$ cat config.mk
export PLATFORM = sky130hd
export DESIGN_NAME = mem_port_arbiter_flat
export DESIGN_NICKNAME = d
export VERILOG_FILES = /design/src/rtl/mem_port_arbiter_if.sv /design/src/rtl/mem_port_arbiter.sv /design/src/flat_wrapper.sv
export SDC_FILE = /design/constraint.sdc
export NUM_CORES = 1
export LEC_CHECK = 0
export BUFFER_PORTS_ARGS = -buffer_cell sky130_fd_sc_hd__clkbuf_2
export CAP_MARGIN = 10
export CORE_ASPECT_RATIO = 0.75
export CORE_MARGIN = 5
export CORE_UTILIZATION = 47
export CTS_CLUSTER_DIAMETER = 200
export DETAILED_ROUTE_END_ITERATION = 12
export PLACE_DENSITY = 0.8
export SLEW_MARGIN = 20
export SYNTH_ARGS = -nofsm -noshare
export SYNTH_HDL_FRONTEND = slang
export SYNTH_SLANG_ARGS = --single-unit
export TNS_END_PERCENT = 30
$ cat constraint.sdc
create_clock -name clk -period 6.01 [get_ports clk]
set_input_delay 0.601 -clock clk [delete_from_list [all_inputs] [get_ports clk]]
set_output_delay 0.601 -clock clk [all_outputs]
set_load 0.02 [all_outputs]
$ cat src/rtl/mem_port_arbiter_if.sv
// Requester handshakes and the single-port memory bus of mem_port_arbiter.
// slave = arbiter side; master = requesters plus memory (environment side).
interface mem_port_arbiter_if;
   logic        if_req_valid;
   logic [31:0] if_req_addr;
   logic        if_req_ready;
   logic        if_flush;
   logic        if_rsp_valid;
   logic [31:0] if_rsp_data;

   logic        d_req_valid;
   logic        d_req_we;
   logic [31:0] d_req_addr;
   logic [31:0] d_req_wdata;
   logic [3:0]  d_req_wstrb;
   logic        d_req_ready;
   logic        d_rsp_valid;
   logic [31:0] d_rsp_data;

   logic        mem_en;
   logic        mem_we;
   logic [31:0] mem_addr;
   logic [31:0] mem_wdata;
   logic [3:0]  mem_wstrb;
   logic [31:0] mem_rdata;

   logic        busy;
   logic        owner;

   modport slave (
      input  if_req_valid, if_req_addr, if_flush,
      input  d_req_valid, d_req_we, d_req_addr, d_req_wdata, d_req_wstrb,
      input  mem_rdata,
      output if_req_ready, if_rsp_valid, if_rsp_data,
      output d_req_ready, d_rsp_valid, d_rsp_data,
      output mem_en, mem_we, mem_addr, mem_wdata, mem_wstrb,
      output busy, owner
   );

   modport master (
      output if_req_valid, if_req_addr, if_flush,
      output d_req_valid, d_req_we, d_req_addr, d_req_wdata, d_req_wstrb,
      output mem_rdata,
      input  if_req_ready, if_rsp_valid, if_rsp_data,
      input  d_req_ready, d_rsp_valid, d_rsp_data,
      input  mem_en, mem_we, mem_addr, mem_wdata, mem_wstrb,
      input  busy, owner
   );
endinterface

$ cat src/rtl/mem_port_arbiter.sv
// Shares one single-port memory between instruction fetch and MEM-stage data,
// one transaction at a time, data-first with a fetch starvation guard.
module mem_port_arbiter #(
   parameter int unsigned MEM_LATENCY  = 1,
   parameter int unsigned STARVE_LIMIT = 4
) (
   input  logic              clk,
   input  logic              rst,
   mem_port_arbiter_if.slave bus
);
   typedef enum logic [1:0] {IDLE, ISSUE, WAIT, RESP} state_e;

   localparam logic [3:0] LAT  = 4'(MEM_LATENCY);
   localparam logic [3:0] SLIM = 4'(STARVE_LIMIT);

   state_e      state_q, state_d;
   logic [3:0]  wait_cnt_q, wait_cnt_d;
   logic [3:0]  starve_cnt_q, starve_cnt_d;
   logic        owner_q, owner_d;
   logic        we_q, we_d;
   logic        cancel_q, cancel_d;
   logic [31:0] addr_q, addr_d;
   logic [31:0] wdata_q, wdata_d;
   logic [3:0]  wstrb_q, wstrb_d;
   logic [31:0] if_rdata_q, if_rdata_d;
   logic [31:0] d_rdata_q, d_rdata_d;

   logic        idle, starve_hit, d_win, f_win;
   logic        if_ready, d_ready;
   logic        mem_en, mem_we, if_rsp_valid, d_rsp_valid;
   logic [3:0]  mem_wstrb;

   // Readys are held low while rst is asserted so nothing looks accepted in reset.
   assign idle       = (state_q == IDLE) && !rst;
   assign starve_hit = bus.if_req_valid && (starve_cnt_q == SLIM);
   assign d_win      = bus.d_req_valid && !starve_hit;
   assign f_win      = !d_win && bus.if_req_valid;
   assign if_ready   = idle && f_win && !bus.if_flush;
   assign d_ready    = idle && d_win;

   always_comb begin
      state_d      = state_q;
      wait_cnt_d   = wait_cnt_q;
      starve_cnt_d = starve_cnt_q;
      owner_d      = owner_q;
      we_d         = we_q;
      cancel_d     = cancel_q;
      addr_d       = addr_q;
      wdata_d      = wdata_q;
      wstrb_d      = wstrb_q;
      if_rdata_d   = if_rdata_q;
      d_rdata_d    = d_rdata_q;
      mem_en       = 1'b0;
      mem_we       = 1'b0;
      mem_wstrb    = 4'h0;
      if_rsp_valid = 1'b0;
      d_rsp_valid  = 1'b0;

      unique case (state_q)
         IDLE: begin
            if (d_ready) begin
               owner_d      = 1'b1;
               we_d         = bus.d_req_we;
               addr_d       = bus.d_req_addr;
               wdata_d      = bus.d_req_wdata;
               wstrb_d      = bus.d_req_wstrb;
               state_d      = ISSUE;
               starve_cnt_d = !bus.if_req_valid ? 4'h0 :
                              (starve_cnt_q == SLIM) ? starve_cnt_q : starve_cnt_q + 4'd1;
            end else if (if_ready) begin
               owner_d      = 1'b0;
               we_d         = 1'b0;
               addr_d       = bus.if_req_addr;
               wstrb_d      = 4'h0;
               state_d      = ISSUE;
               starve_cnt_d = 4'h0;
            end else if (!bus.if_req_valid) begin
               starve_cnt_d = 4'h0;
            end
         end
         ISSUE: begin
            mem_en    = 1'b1;
            mem_we    = we_q;
            mem_wstrb = wstrb_q;
            if (we_q) begin
               d_rdata_d = 32'h0;
               state_d   = RESP;
            end else begin
               wait_cnt_d = LAT;
               state_d    = WAIT;
            end
         end
         WAIT: begin
            wait_cnt_d = wait_cnt_q - 4'd1;
            // Only the final WAIT cycle carries valid read data.
            if (wait_cnt_q == 4'd1) begin
               if (owner_q) d_rdata_d  = bus.mem_rdata;
               else         if_rdata_d = bus.mem_rdata;
               state_d = RESP;
            end
         end
         RESP: begin
            if (owner_q) d_rsp_valid  = 1'b1;
            else         if_rsp_valid = !cancel_q && !bus.if_flush;
            state_d = IDLE;
         end
         default: state_d = IDLE;
      endcase

      if ((state_q != IDLE) && !owner_q && bus.if_flush) cancel_d = 1'b1;
      if (state_d == IDLE) cancel_d = 1'b0;
   end

   always_ff @(posedge clk or posedge rst) begin
      if (rst) begin
         state_q      <= IDLE;
         wait_cnt_q   <= 4'h0;
         starve_cnt_q <= 4'h0;
         owner_q      <= 1'b0;
         we_q         <= 1'b0;
         cancel_q     <= 1'b0;
         addr_q       <= 32'h0;
         wdata_q      <= 32'h0;
         wstrb_q      <= 4'h0;
         if_rdata_q   <= 32'h0;
         d_rdata_q    <= 32'h0;
      end else begin
         state_q      <= state_d;
         wait_cnt_q   <= wait_cnt_d;
         starve_cnt_q <= starve_cnt_d;
         owner_q      <= owner_d;
         we_q         <= we_d;
         cancel_q     <= cancel_d;
         addr_q       <= addr_d;
         wdata_q      <= wdata_d;
         wstrb_q      <= wstrb_d;
         if_rdata_q   <= if_rdata_d;
         d_rdata_q    <= d_rdata_d;
      end
   end

   assign bus.if_req_ready = if_ready;
   assign bus.d_req_ready  = d_ready;
   assign bus.if_rsp_valid = if_rsp_valid;
   assign bus.d_rsp_valid  = d_rsp_valid;
   assign bus.if_rsp_data  = if_rdata_q;
   assign bus.d_rsp_data   = d_rdata_q;
   assign bus.mem_en       = mem_en;
   assign bus.mem_we       = mem_we;
   assign bus.mem_wstrb    = mem_wstrb;
   assign bus.mem_addr     = addr_q;
   assign bus.mem_wdata    = wdata_q;
   assign bus.busy         = (state_q != IDLE);
   assign bus.owner        = owner_q;
endmodule

$ cat src/flat_wrapper.sv
// flat-port wrapper written by rule: the top's interface ports become plain ports
module mem_port_arbiter_flat 
#(
   parameter int unsigned MEM_LATENCY  = 1,
   parameter int unsigned STARVE_LIMIT = 4
)
  (clk, rst, bus_if_req_valid, bus_if_req_addr, bus_if_flush, bus_d_req_valid, bus_d_req_we, bus_d_req_addr, bus_d_req_wdata, bus_d_req_wstrb, bus_mem_rdata, bus_if_req_ready, bus_if_rsp_valid, bus_if_rsp_data, bus_d_req_ready, bus_d_rsp_valid, bus_d_rsp_data, bus_mem_en, bus_mem_we, bus_mem_addr, bus_mem_wdata, bus_mem_wstrb, bus_busy, bus_owner);
  mem_port_arbiter_if bus_i ();
  input  logic clk;
  input  logic rst;
  input wire logic [$bits(bus_i.if_req_valid)-1:0] bus_if_req_valid;
  input wire logic [$bits(bus_i.if_req_addr)-1:0] bus_if_req_addr;
  input wire logic [$bits(bus_i.if_flush)-1:0] bus_if_flush;
  input wire logic [$bits(bus_i.d_req_valid)-1:0] bus_d_req_valid;
  input wire logic [$bits(bus_i.d_req_we)-1:0] bus_d_req_we;
  input wire logic [$bits(bus_i.d_req_addr)-1:0] bus_d_req_addr;
  input wire logic [$bits(bus_i.d_req_wdata)-1:0] bus_d_req_wdata;
  input wire logic [$bits(bus_i.d_req_wstrb)-1:0] bus_d_req_wstrb;
  input wire logic [$bits(bus_i.mem_rdata)-1:0] bus_mem_rdata;
  output wire logic [$bits(bus_i.if_req_ready)-1:0] bus_if_req_ready;
  output wire logic [$bits(bus_i.if_rsp_valid)-1:0] bus_if_rsp_valid;
  output wire logic [$bits(bus_i.if_rsp_data)-1:0] bus_if_rsp_data;
  output wire logic [$bits(bus_i.d_req_ready)-1:0] bus_d_req_ready;
  output wire logic [$bits(bus_i.d_rsp_valid)-1:0] bus_d_rsp_valid;
  output wire logic [$bits(bus_i.d_rsp_data)-1:0] bus_d_rsp_data;
  output wire logic [$bits(bus_i.mem_en)-1:0] bus_mem_en;
  output wire logic [$bits(bus_i.mem_we)-1:0] bus_mem_we;
  output wire logic [$bits(bus_i.mem_addr)-1:0] bus_mem_addr;
  output wire logic [$bits(bus_i.mem_wdata)-1:0] bus_mem_wdata;
  output wire logic [$bits(bus_i.mem_wstrb)-1:0] bus_mem_wstrb;
  output wire logic [$bits(bus_i.busy)-1:0] bus_busy;
  output wire logic [$bits(bus_i.owner)-1:0] bus_owner;
  assign bus_i.if_req_valid = bus_if_req_valid;
  assign bus_i.if_req_addr = bus_if_req_addr;
  assign bus_i.if_flush = bus_if_flush;
  assign bus_i.d_req_valid = bus_d_req_valid;
  assign bus_i.d_req_we = bus_d_req_we;
  assign bus_i.d_req_addr = bus_d_req_addr;
  assign bus_i.d_req_wdata = bus_d_req_wdata;
  assign bus_i.d_req_wstrb = bus_d_req_wstrb;
  assign bus_i.mem_rdata = bus_mem_rdata;
  assign bus_if_req_ready = bus_i.if_req_ready;
  assign bus_if_rsp_valid = bus_i.if_rsp_valid;
  assign bus_if_rsp_data = bus_i.if_rsp_data;
  assign bus_d_req_ready = bus_i.d_req_ready;
  assign bus_d_rsp_valid = bus_i.d_rsp_valid;
  assign bus_d_rsp_data = bus_i.d_rsp_data;
  assign bus_mem_en = bus_i.mem_en;
  assign bus_mem_we = bus_i.mem_we;
  assign bus_mem_addr = bus_i.mem_addr;
  assign bus_mem_wdata = bus_i.mem_wdata;
  assign bus_mem_wstrb = bus_i.mem_wstrb;
  assign bus_busy = bus_i.busy;
  assign bus_owner = bus_i.owner;
  mem_port_arbiter #(.MEM_LATENCY(MEM_LATENCY), .STARVE_LIMIT(STARVE_LIMIT)) u_core (.clk(clk), .rst(rst), .bus(bus_i));
endmodule
======== After elaboration in Yosys (flattened, before gate mapping) ========
Cells that the tools add are included.
Widths: inputs -> output; s select.
word-level totals
  memories ................................ 0
  register bits ........................... 145
  input port bits ......................... 138
  word-level logic and storage cells ...... 85
  bits in writable memories ............... 0
  bits in latches ......................... 0
  memory bits (read-only) ................. 0
  output and inout port bits .............. 140
cells by class
  equal/unequal tests ..................... 11
  divide/modulo/power cells ............... 0
  shift operators ......................... 0
  magnitude comparators ................... 0
  bitwise logic cells ..................... 1
  add/sub/neg operators ................... 2
  multipliers ............................. 0
  muxes and demuxes ....................... 32
  reductions and logical operators ........ 28
operators by type and width
  cell                 count
  $mux 32              5
  $pmux 32 s2          1
  $mux 4               9
  $mux 1               12
  $logic_and 1x1->1    10
  $pmux 2 s4           1
  $pmux 4 s2           1
  $reduce_bool 2->1    4
  $logic_not 1->1      6
  $mux 2               3
  $ne 2x1->1 const B   3
  $reduce_and 2->1     3
  $reduce_and 3->1     2
  $add 4x1->4 const B  1
  $eq 2x2->1 const B   2
  $eq 4x1->1 const B   1
  $eq 4x3->1 const B   1
  $logic_not 2->1      2
  $reduce_and 4->1     1
  $sub 4x1->4 const B  1
  $ne 3x1->1 const B   1
  $ne 3x3->1 const B   1
  $eq 2x1->1 const B   1
  $ne 2x2->1 const B   1
  $not 1->1            1

======== Longest topological paths before layout ========
Gate-level depths: netlist (run 1).
  depth after elaboration ................. 13
  gate-level depth with buffers ........... 9
  depth with buffers taken out ............ 7

======== Worst setup path after synthesis (run 1) ========
Ideal clock, no wire load.
  kind .................................... flip-flop to output port
  start ................................... register u_core.state_q[0]
  end ..................................... output port bus_if_req_ready
  slack ................................... 3.601 ns
  data required time ...................... 5.409 ns
  cell stages (with the launch flop) ...... 9
  path buffers ............................ 3
  arrival time ............................ 1.808 ns
  path through ............................ dfrtp_1 -> inv_1 -> ha_1 -> and2b_1 -> and3_1 -> buf_6 -> buf_6 -> buf_2 -> nor2_1
between the ends
  cells in the longest elaborated chain, start to end .. 4
ends and longest elaborated chain
  element                          RTL line                 text
  start: declaration               mem_port_arbiter.sv:16   state_e state_q, state_d;
  start signal: assignment         mem_port_arbiter.sv:128  state_q <= state_d;
  $logic_not 2->1                  mem_port_arbiter.sv:34   assign idle = (state_q == IDLE) && !rst;
  $logic_and 1x1->1                mem_port_arbiter.sv:34
  $logic_and 1x1->1 (2 in series)  mem_port_arbiter.sv:38   assign if_ready = idle && f_win && !bus.if_flush;
  end: declaration                 flat_wrapper.sv:20       output wire logic [$bits(bus_i.if_req_ready)-1:0] bus_if_req_ready;
No other way between the ends.

======== Final worst setup path (run 1) ========
  start ................................... register u_core.state_q[0]
  end ..................................... output port bus_d_req_ready
between the ends
  cells in the longest elaborated chain, start to end .. 3
ends and longest elaborated chain
  element            RTL line                text
  $logic_not 2->1    mem_port_arbiter.sv:34
  $logic_and 1x1->1  mem_port_arbiter.sv:34
  $logic_and 1x1->1  mem_port_arbiter.sv:39  assign d_ready = idle && d_win;
  end: declaration   flat_wrapper.sv:23      output wire logic [$bits(bus_i.d_req_ready)-1:0] bus_d_req_ready;
No other way between the ends.

==> results.md, run 1 <==
- The flow ran to the end, and the final reports show no timing, DRC or antenna violations.
- The final critical delay including setup and external delays is 2.95 ns.
- Ranked by instance count, the synthesized netlist is headed by dfrtp_1, nand2_1, mux2_2.
- By startpoint and endpoint, the worst setup path is classified as register to primary output.
- On the critical path, the stage with the largest delay is an instance of and3_4.
- Counting the buffers created by CTS gives 17.
- The first global-routing pass estimated between 20000 and 30000 um of wire.
- In this run, synthesis inferred 0 flip-flops with an integrated enable.
- The most used standard cell by instance count after synthesis is dfrtp_1.
- Routability-driven placement finished with a final weighted congestion of 0.860.
- The total chip power is 0.00473 W.
- The number of design-rule violations left by the first detailed-router iteration is 221.
- When the netlist entered floorplanning its net count stood at 606.
- The final number of hold-violating endpoints is 0.
- The cts-stage hold buffer count is 0.
- In this run the deepest clock path goes through 2 buffers.
- The via count of the first global-routing pass is 5104.
- The prevailing post-synth register cell is dfrtp_1.
- For this run, the slowest stage of the critical path takes 0.62 ns.
- In this run the mean area of a mapped cell was between 10 and 15 um^2.
- After floorplanning, the core was sized to cover 0.0124 mm^2.
- The summed instance area of the synthesized netlist is roughly 0.006 mm^2.
- The total half-perimeter wirelength after legalization and detailed placement is 11600 um.
- The number of port buffers is 277.
- The initial antenna violation count is 0.
- For this design the static power due to leakage is between 4 and 5 nW.
- The setup violation total in the final timing report is 0.
- Yosys printed 0 warnings.
- After clock tree synthesis, the setup repair step added 0 buffers.
- The final setup TNS is 0 ns.
- Summed over all layers, the global routing overflow is 0.
- The share of final-layout standard cells stronger than drive strength 1 is 0.517.
- The clock tree synthesis step divided the H-tree into 4 levels.
- The final-report max-slew violation count came to 0.
- The number of vias per cell after detailed routing is between 5 and 6.
- The CTS tree is done.
- The startpoint class of the critical path is a register.
- The tree is rooted in a clkbuf_16.
- The endpoint type of the worst setup path is a primary output.
- The number of search-and-repair iterations in the first detailed-routing pass is 4.
- The layout filler cell count is 947.
- The transition time of the tightest slew-check pin is 0.853 ns.
- The clock-pin slew of the registers on the worst-case setup and hold paths is around 0.07 ns.
- In the global route stage, overall resource usage came out at 0.209.
- The remaining design rule violation count is 0.
- The path class of the tightest hold or removal check is primary input to asynchronous set/reset pin.
- Relative to the synthesized area, the layout overhead comes to 34.3%.
- The synthesized design contains roughly 150 register bits.
- The antenna diode instance count is 0.
- Summing over every cut layer, the via total after detailed routing is 4655.
- The power density over the cells is 586 mW/mm^2.
- The peak ir drop on the vdd network is ~0.00033 V.
- Of all nets on the critical path, the largest fanout is 63.
- The relative slew slack is 0.431.
- For this run, asynchronously set or reset flops after synthesis account for 1.00.
- The clock tree skew after final layout is between 0.01 and 0.015 ns.
- The die is 108 um tall.
- The sequential-to-total area share from yosys stat is 0.604.
- Timing would allow up to 0.339 GHz.
- The CTS sink count is 145.
- Of the available clock period, the critical path in the final layout requires 0.490.
- The cell family contributing the most delay on the critical path is simple AND/OR/NAND/NOR gates.
- Data arrives at the worst endpoint at 2.34 ns.
- The area of the multi-input gates is 0.00220 mm^2.
- In this run the remaining antenna-violating nets after routing total 0.
- The pin count of the biggest net entering global routing is 77.
- Counting both buffers and inverters, the worst setup path holds a total of 2.
- The cell type with the highest aggregate area in the netlist is dfrtp_1.
- The signal on the critical path passes through inv_1 > ha_1 > and2b_1 > and3_4 > clkbuf_2.
- The wire length per cell is 17.3 um.
- In the post-synthesis netlist, the biggest area contributors are dfrtp_1, mux2_2, mux2i_1, a22o_1, o21ai_0.
- The synthesized instance count is about 460.
- Setup repair after global routing left no endpoint under its margin.
- The final non-filler cell area is 0.00807 mm^2.
- Of the post-synthesis cell area, the dominant cell type holds 0.604.
- The die is 141 um wide.
- The initial utilization of the core area, before any placement, comes to 0.485.
- The number of maximum-capacitance violations is 0.
- Final hold analysis gives a worst-case slack of 0.321 ns.
- The critical path data required time is 5.41 ns.
- The row count is 35.
- The total number of nets in the final design is roughly 900.
- The later-pin clock latency in the skew report is 0.42 ns.
- The sequential cells in the finished layout cover a total of 0.00363 mm^2.
- The number of different library cells used by synthesis comes to 38.
- Once placement finished, the instance area stood at 0.00749 mm^2.
- The sum of routed wire length over all layers is 15700 um.
- The number of top-level pins is 278.
- The full die area is 0.0152 mm^2.
- The number of cells upsized or downsized after cts is 0.
[state kept, by name (all words and copies together) (netlist names)]
register                flops
u_core.bus.d_rsp_data      32
u_core.bus.if_rsp_data     32
u_core.bus.mem_addr        32
u_core.bus.mem_wdata       32
u_core.bus.owner            1
u_core.cancel_q             1
u_core.starve_cnt_q         4
u_core.state_q              2
u_core.wait_cnt_q           4
u_core.we_q                 1
u_core.wstrb_q              4
[routing by layer]
metal | share of wire | track usage | vias up
met1 | 0.37 | 0.232 | 2278
met2 | 0.52 | 0.372 | 183
met5 | 0 | 0 | -
met4 | 0.024 | 0.0858 | 0
met3 | 0.084 | 0.0707 | 30
li1 | - | - | 2164
[worst reg2reg max path, stage by stage, from the launching register on]
cell and delay (ns):
dfrtp_1 0.41, inv_1 0.13, ha_1 0.26, and2b_1 0.20, and3_4 0.62, buf_4 0.55
mux2_2 0.42
[worst paths after layout]
| path | from | end | slack [ns] | depth (start not counted) |
|---|---|---|---|---|
| max | u_core.state_q[0] | bus_d_req_ready | 3.06 | 5 |
| min | rst | u_core.bus.mem_addr[19] | 0.32 | 2 |
| max reg2reg | u_core.state_q[0] | u_core.bus.mem_wdata[17] | 3.31 | 6 |
| min reg2reg | u_core.cancel_q | u_core.cancel_q | 0.49 | 1 |
| max in group asynchronous | rst | u_core.bus.d_rsp_data[17] | 4.37 | 3 |
| min in group clk | bus_d_req_addr[14] | u_core.bus.mem_addr[14] | 0.39 | 3 |
[kinds of logic after synthesis]
family                   after synthesis  synth area share
AO/OA/AOI/OAI                         86            0.0972
adder cells (fa/ha/maj)                9            0.0187
buffers and inverters                 37            0.0325
flip-flops                           145             0.604
multiplexers                          98             0.181
AND/OR/NAND/NOR                       84            0.0666
[cells in the final DEF (no fill, tap or decap), types with 3 or more instances in the layout]
cell type and instances:
dfrtp_1 145, inv_6 5, mux2i_1 34, nand2_1 57, clkinvlp_4 3, clkbuf_16 17, ha_1 9, a22o_1 34
mux2_2 55, nand3_1 4, mux2_4 8, inv_1 9, clkbuf_2 277, buf_4 4, and2_1 5, clkinv_4 4
o21ai_0 44
[power breakdown]
group	leakage (nW)	switching [W]	total (W)	internal, W
clock network	0.275	0.000443	0.00102	0.000582
logic	1.96	0.00119	0.00195	0.000762
registers	1.81	0.000300	0.00175	0.00145
total	4.04	0.00193	0.00473	0.00280
[final cells by class]
cell class,instances,area share
clock buffer,17,0.0527
clock inverter,15,0.0186
inverter,10,0.00527
multi-input combinational,277,0.273
sequential,145,0.450
tap,166,0.0257
timing repair buffer,281,0.175
[metrics by stage]
stage | setup slack, ns | instances | util
3_3_place_gp | 3.38 | 879 | 0.604
4_1_cts | 3.06 | 911 | 0.651
3_5_place_dp | 3.29 | 879 | 0.604
6_report | 3.06 | 911 | 0.651
2_1_floorplan | 1.51 | 459 | -
5_1_grt | 2.92 | 911 | 0.651
(Power assumes the default switching activity.)
==> inputs of run 2 (changes only) <==
Settings changed: CORE_UTILIZATION 47 to 42, PLACE_DENSITY 0.8 to 0.76.
Clock period 6.01 ns to 2.5 ns, I/O delays scaled along.
==> run 2 against run 1 <==
Compared with the run above:
- global-route usage fell by 1.7 points
- sequential share of layout area is 1.1 points lower
- register-to-register slack lost 3.1 ns
- flip-flop and latch count is the same
- largest cell class unchanged
==> results.md, run 2 (synthesis gave the netlist of run 1 again) <==
- The initial antenna violation count is 0 (unchanged).
- The final-report max-slew violation count is 0 (unchanged).
- The wire length per cell is 17.1 um (-1.1%).
- Setup repair after global routing left no endpoint under its margin.
- The number of design-rule violations left by the first detailed-router iteration is 226 (+2.3%).
- The routability-driven placement congestion ratio is 0.795 (-7.6%).
- The final setup TNS is 0 ns (unchanged).
- The clock-pin slew of the registers on the worst-case setup and hold paths came to 0.06 ns (about the same).
- The critical path data required time came to 2.25 ns (-3.16 ns).
- The overall via count from detail_route is 4604 (-1.1%).
- The die span in y is 114 um (+5.3%).
- The number of port buffers is 277 (unchanged).
- The total congestion overflow came to 0 (unchanged).
- The endpoint type of the worst setup path is a primary output.
- The total half-perimeter wirelength after legalization and detailed placement is 12000 um (+3.0%).
- The final worst slack came to 0.165 ns (-2.90 ns).
- The row count is 37 (+5.7%).
- The commonest non-fill, non-tap cell in the layout is clkbuf_2.
- The number of top-level pins was 278 (unchanged).
- The final critical delay including setup and external delays is ~2.3 ns.
- The type of the worst min-delay path is primary input to register.
- The peak ir drop on the vdd network was 0.000732 V (+120%).
- The endpoint arrival time on the critical path came to 2.09 ns (-0.25 ns).
- The area after detailed placement is 0.00760 mm^2 (+1.5%).
- The combined global-route utilization of all metal layers is 0.192 (-0.0174).
- The pin count of the biggest net entering global routing is 65 (-16%).
- The highest net fanout along the worst path was 7 (-89%).
- The number of search-and-repair iterations in the first detailed-routing pass is 4 (unchanged).
- The CTS sink count is 145 (unchanged).
- The final number of hold-violating endpoints came to 0 (unchanged).
- The post-placement setup slack is 0.291 ns (-3.00 ns).
- The power density over the cells is 1400 mW/mm^2 (+140%).
- The final non-filler cell area is 0.00828 mm^2 (+2.6%).
- The number of cells upsized or downsized after cts is 0 (unchanged).
- The sum of routed wire length over all layers was 15900 um (+1.0%).
- The CTS tree is done.
- The width of the chip was 148 um (+5.4%).
- The number of vias per cell after detailed routing was 4.95 (-3.2%).
- In the finished design, the share of the clock period the worst path needs comes to 0.934.
- In the layout the commonest cells are clkbuf_2, dfrtp_1, nand2_1.
- The transition time of the tightest slew-check pin is 1.12 ns (+0.263 ns).
- The clock tree skew after final layout is 0.00976 ns (-0.00119 ns).
- The first-pass GRT wire length is 25700 um (+1.6%).
- The antenna diode instance count is 0 (unchanged).
- From synthesis to final layout, the design area changed by 37.7%.
- The relative slew slack is 0.256 (-0.176).
- The total chip power is 0.0116 W (+140%).
- The setup violation total in the final timing report is 0 (unchanged).
- The startpoint class of the critical path is a register.
- The number of maximum-capacitance violations is 0 (unchanged).
- The remaining design rule violation count came to 0 (unchanged).
- The CTS H-tree depth is 4 (unchanged).
- The via count of the first global-routing pass was 5049 (-1.1%).
- The remaining antenna violation count came to 0 (unchanged).
- The total number of nets in the final design is 890 (+1.3%).
- The CTS buffer count came to 17 (unchanged).
- The initial standard-cell utilization of the core was 0.433 (-0.0522).
- The share of final-layout standard cells stronger than drive strength 1 is 0.521 (+0.00439).
- The number of buffers on the longest clock path is 2 (unchanged).
- The full die area is 0.0168 mm^2 (+11%).
- The later-pin clock latency in the skew report came to 0.42 ns (about the same).
- Static timing analysis puts the maximum clock frequency at 0.428 GHz.
- The cell chosen for the clock root is clkbuf_16.
- The leakage power total was 4.15 nW (+2.6%).
- The utilization after layout came to 0.596 (-0.0551).
- The critical path in this run is classified as register to primary output.
- The floorplan core area is 0.0139 mm^2 (+12%).
- The run finished with clean final reports.
==> run 2: stage by stage <==
stage                     hold WS [ns]  cells
after detailed placement         0.242    893
after global routing            0.0235    931
after CTS                       0.0203    926
final                           0.0378    931
after floorplan                  0.367    459
after global placement           0.238    893
==> run 2: area by class of cell <==
cell class / count / area [um^2]
Multi-Input combinational cell: 277 / 2200
Inverter: 10 / 41.3
Clock buffer: 17 / 425
Fill cell: 1127 / 5610
Timing Repair Buffer: 292 / 1580
Sequential cell: 145 / 3630
Clock inverter: 15 / 189
Tap cell: 175 / 219
==> run 2: worst max-delay path, cell delays in order, from the launching register on <==
cell and delay (ns):
dfrtp_1 0.41, inv_1 0.14, ha_1 0.26, and2b_1 0.21, nand3b_1 0.27, nor2_1 0.19, clkbuf_2 0.19
==> run 2: what timing repair did <==
item,CTS,global route
hold buffers,1,0
buffers inserted,0,4
hold endpoints to repair,9,0
endpoints found under the setup margin,0,1
==> run 2: power breakdown <==
part / total [W] / switching (W) / leakage (nW) / internal [W]
clock network: 0.00260 / 0.00108 / 0.302 / 0.00152
logic: 0.00476 / 0.00288 / 2.04 / 0.00188
registers: 0.00420 / 0.000711 / 1.81 / 0.00349
==> run 2: worst paths after layout <==
check / from / to / slack (ns) / depth (start not counted)
worst min-delay path: bus_d_req_addr[20] / u_core.bus.mem_addr[20] / 0.04 / 3
worst max register to register: u_core.state_q[1] / u_core.bus.d_rsp_data[22] / 0.25 / 6
worst max-delay path: u_core.state_q[0] / bus_if_req_ready / 0.16 / 6
min in group asynchronous: rst / u_core.wait_cnt_q[3] / 0.37 / 3
max in group asynchronous: rst / u_core.starve_cnt_q[1] / 1.45 / 4
worst min register to register: u_core.cancel_q / u_core.cancel_q / 0.51 / 1
==> run 2: per-layer routing <==
layer / vias up / global-route usage / wire [um]
met5: - / 0 / 0
met4: 0 / 0.0634 / 289
met3: 19 / 0.0711 / 1180
met2: 165 / 0.323 / 7960
met1: 2218 / 0.229 / 6450
li1: 2202 / - / -
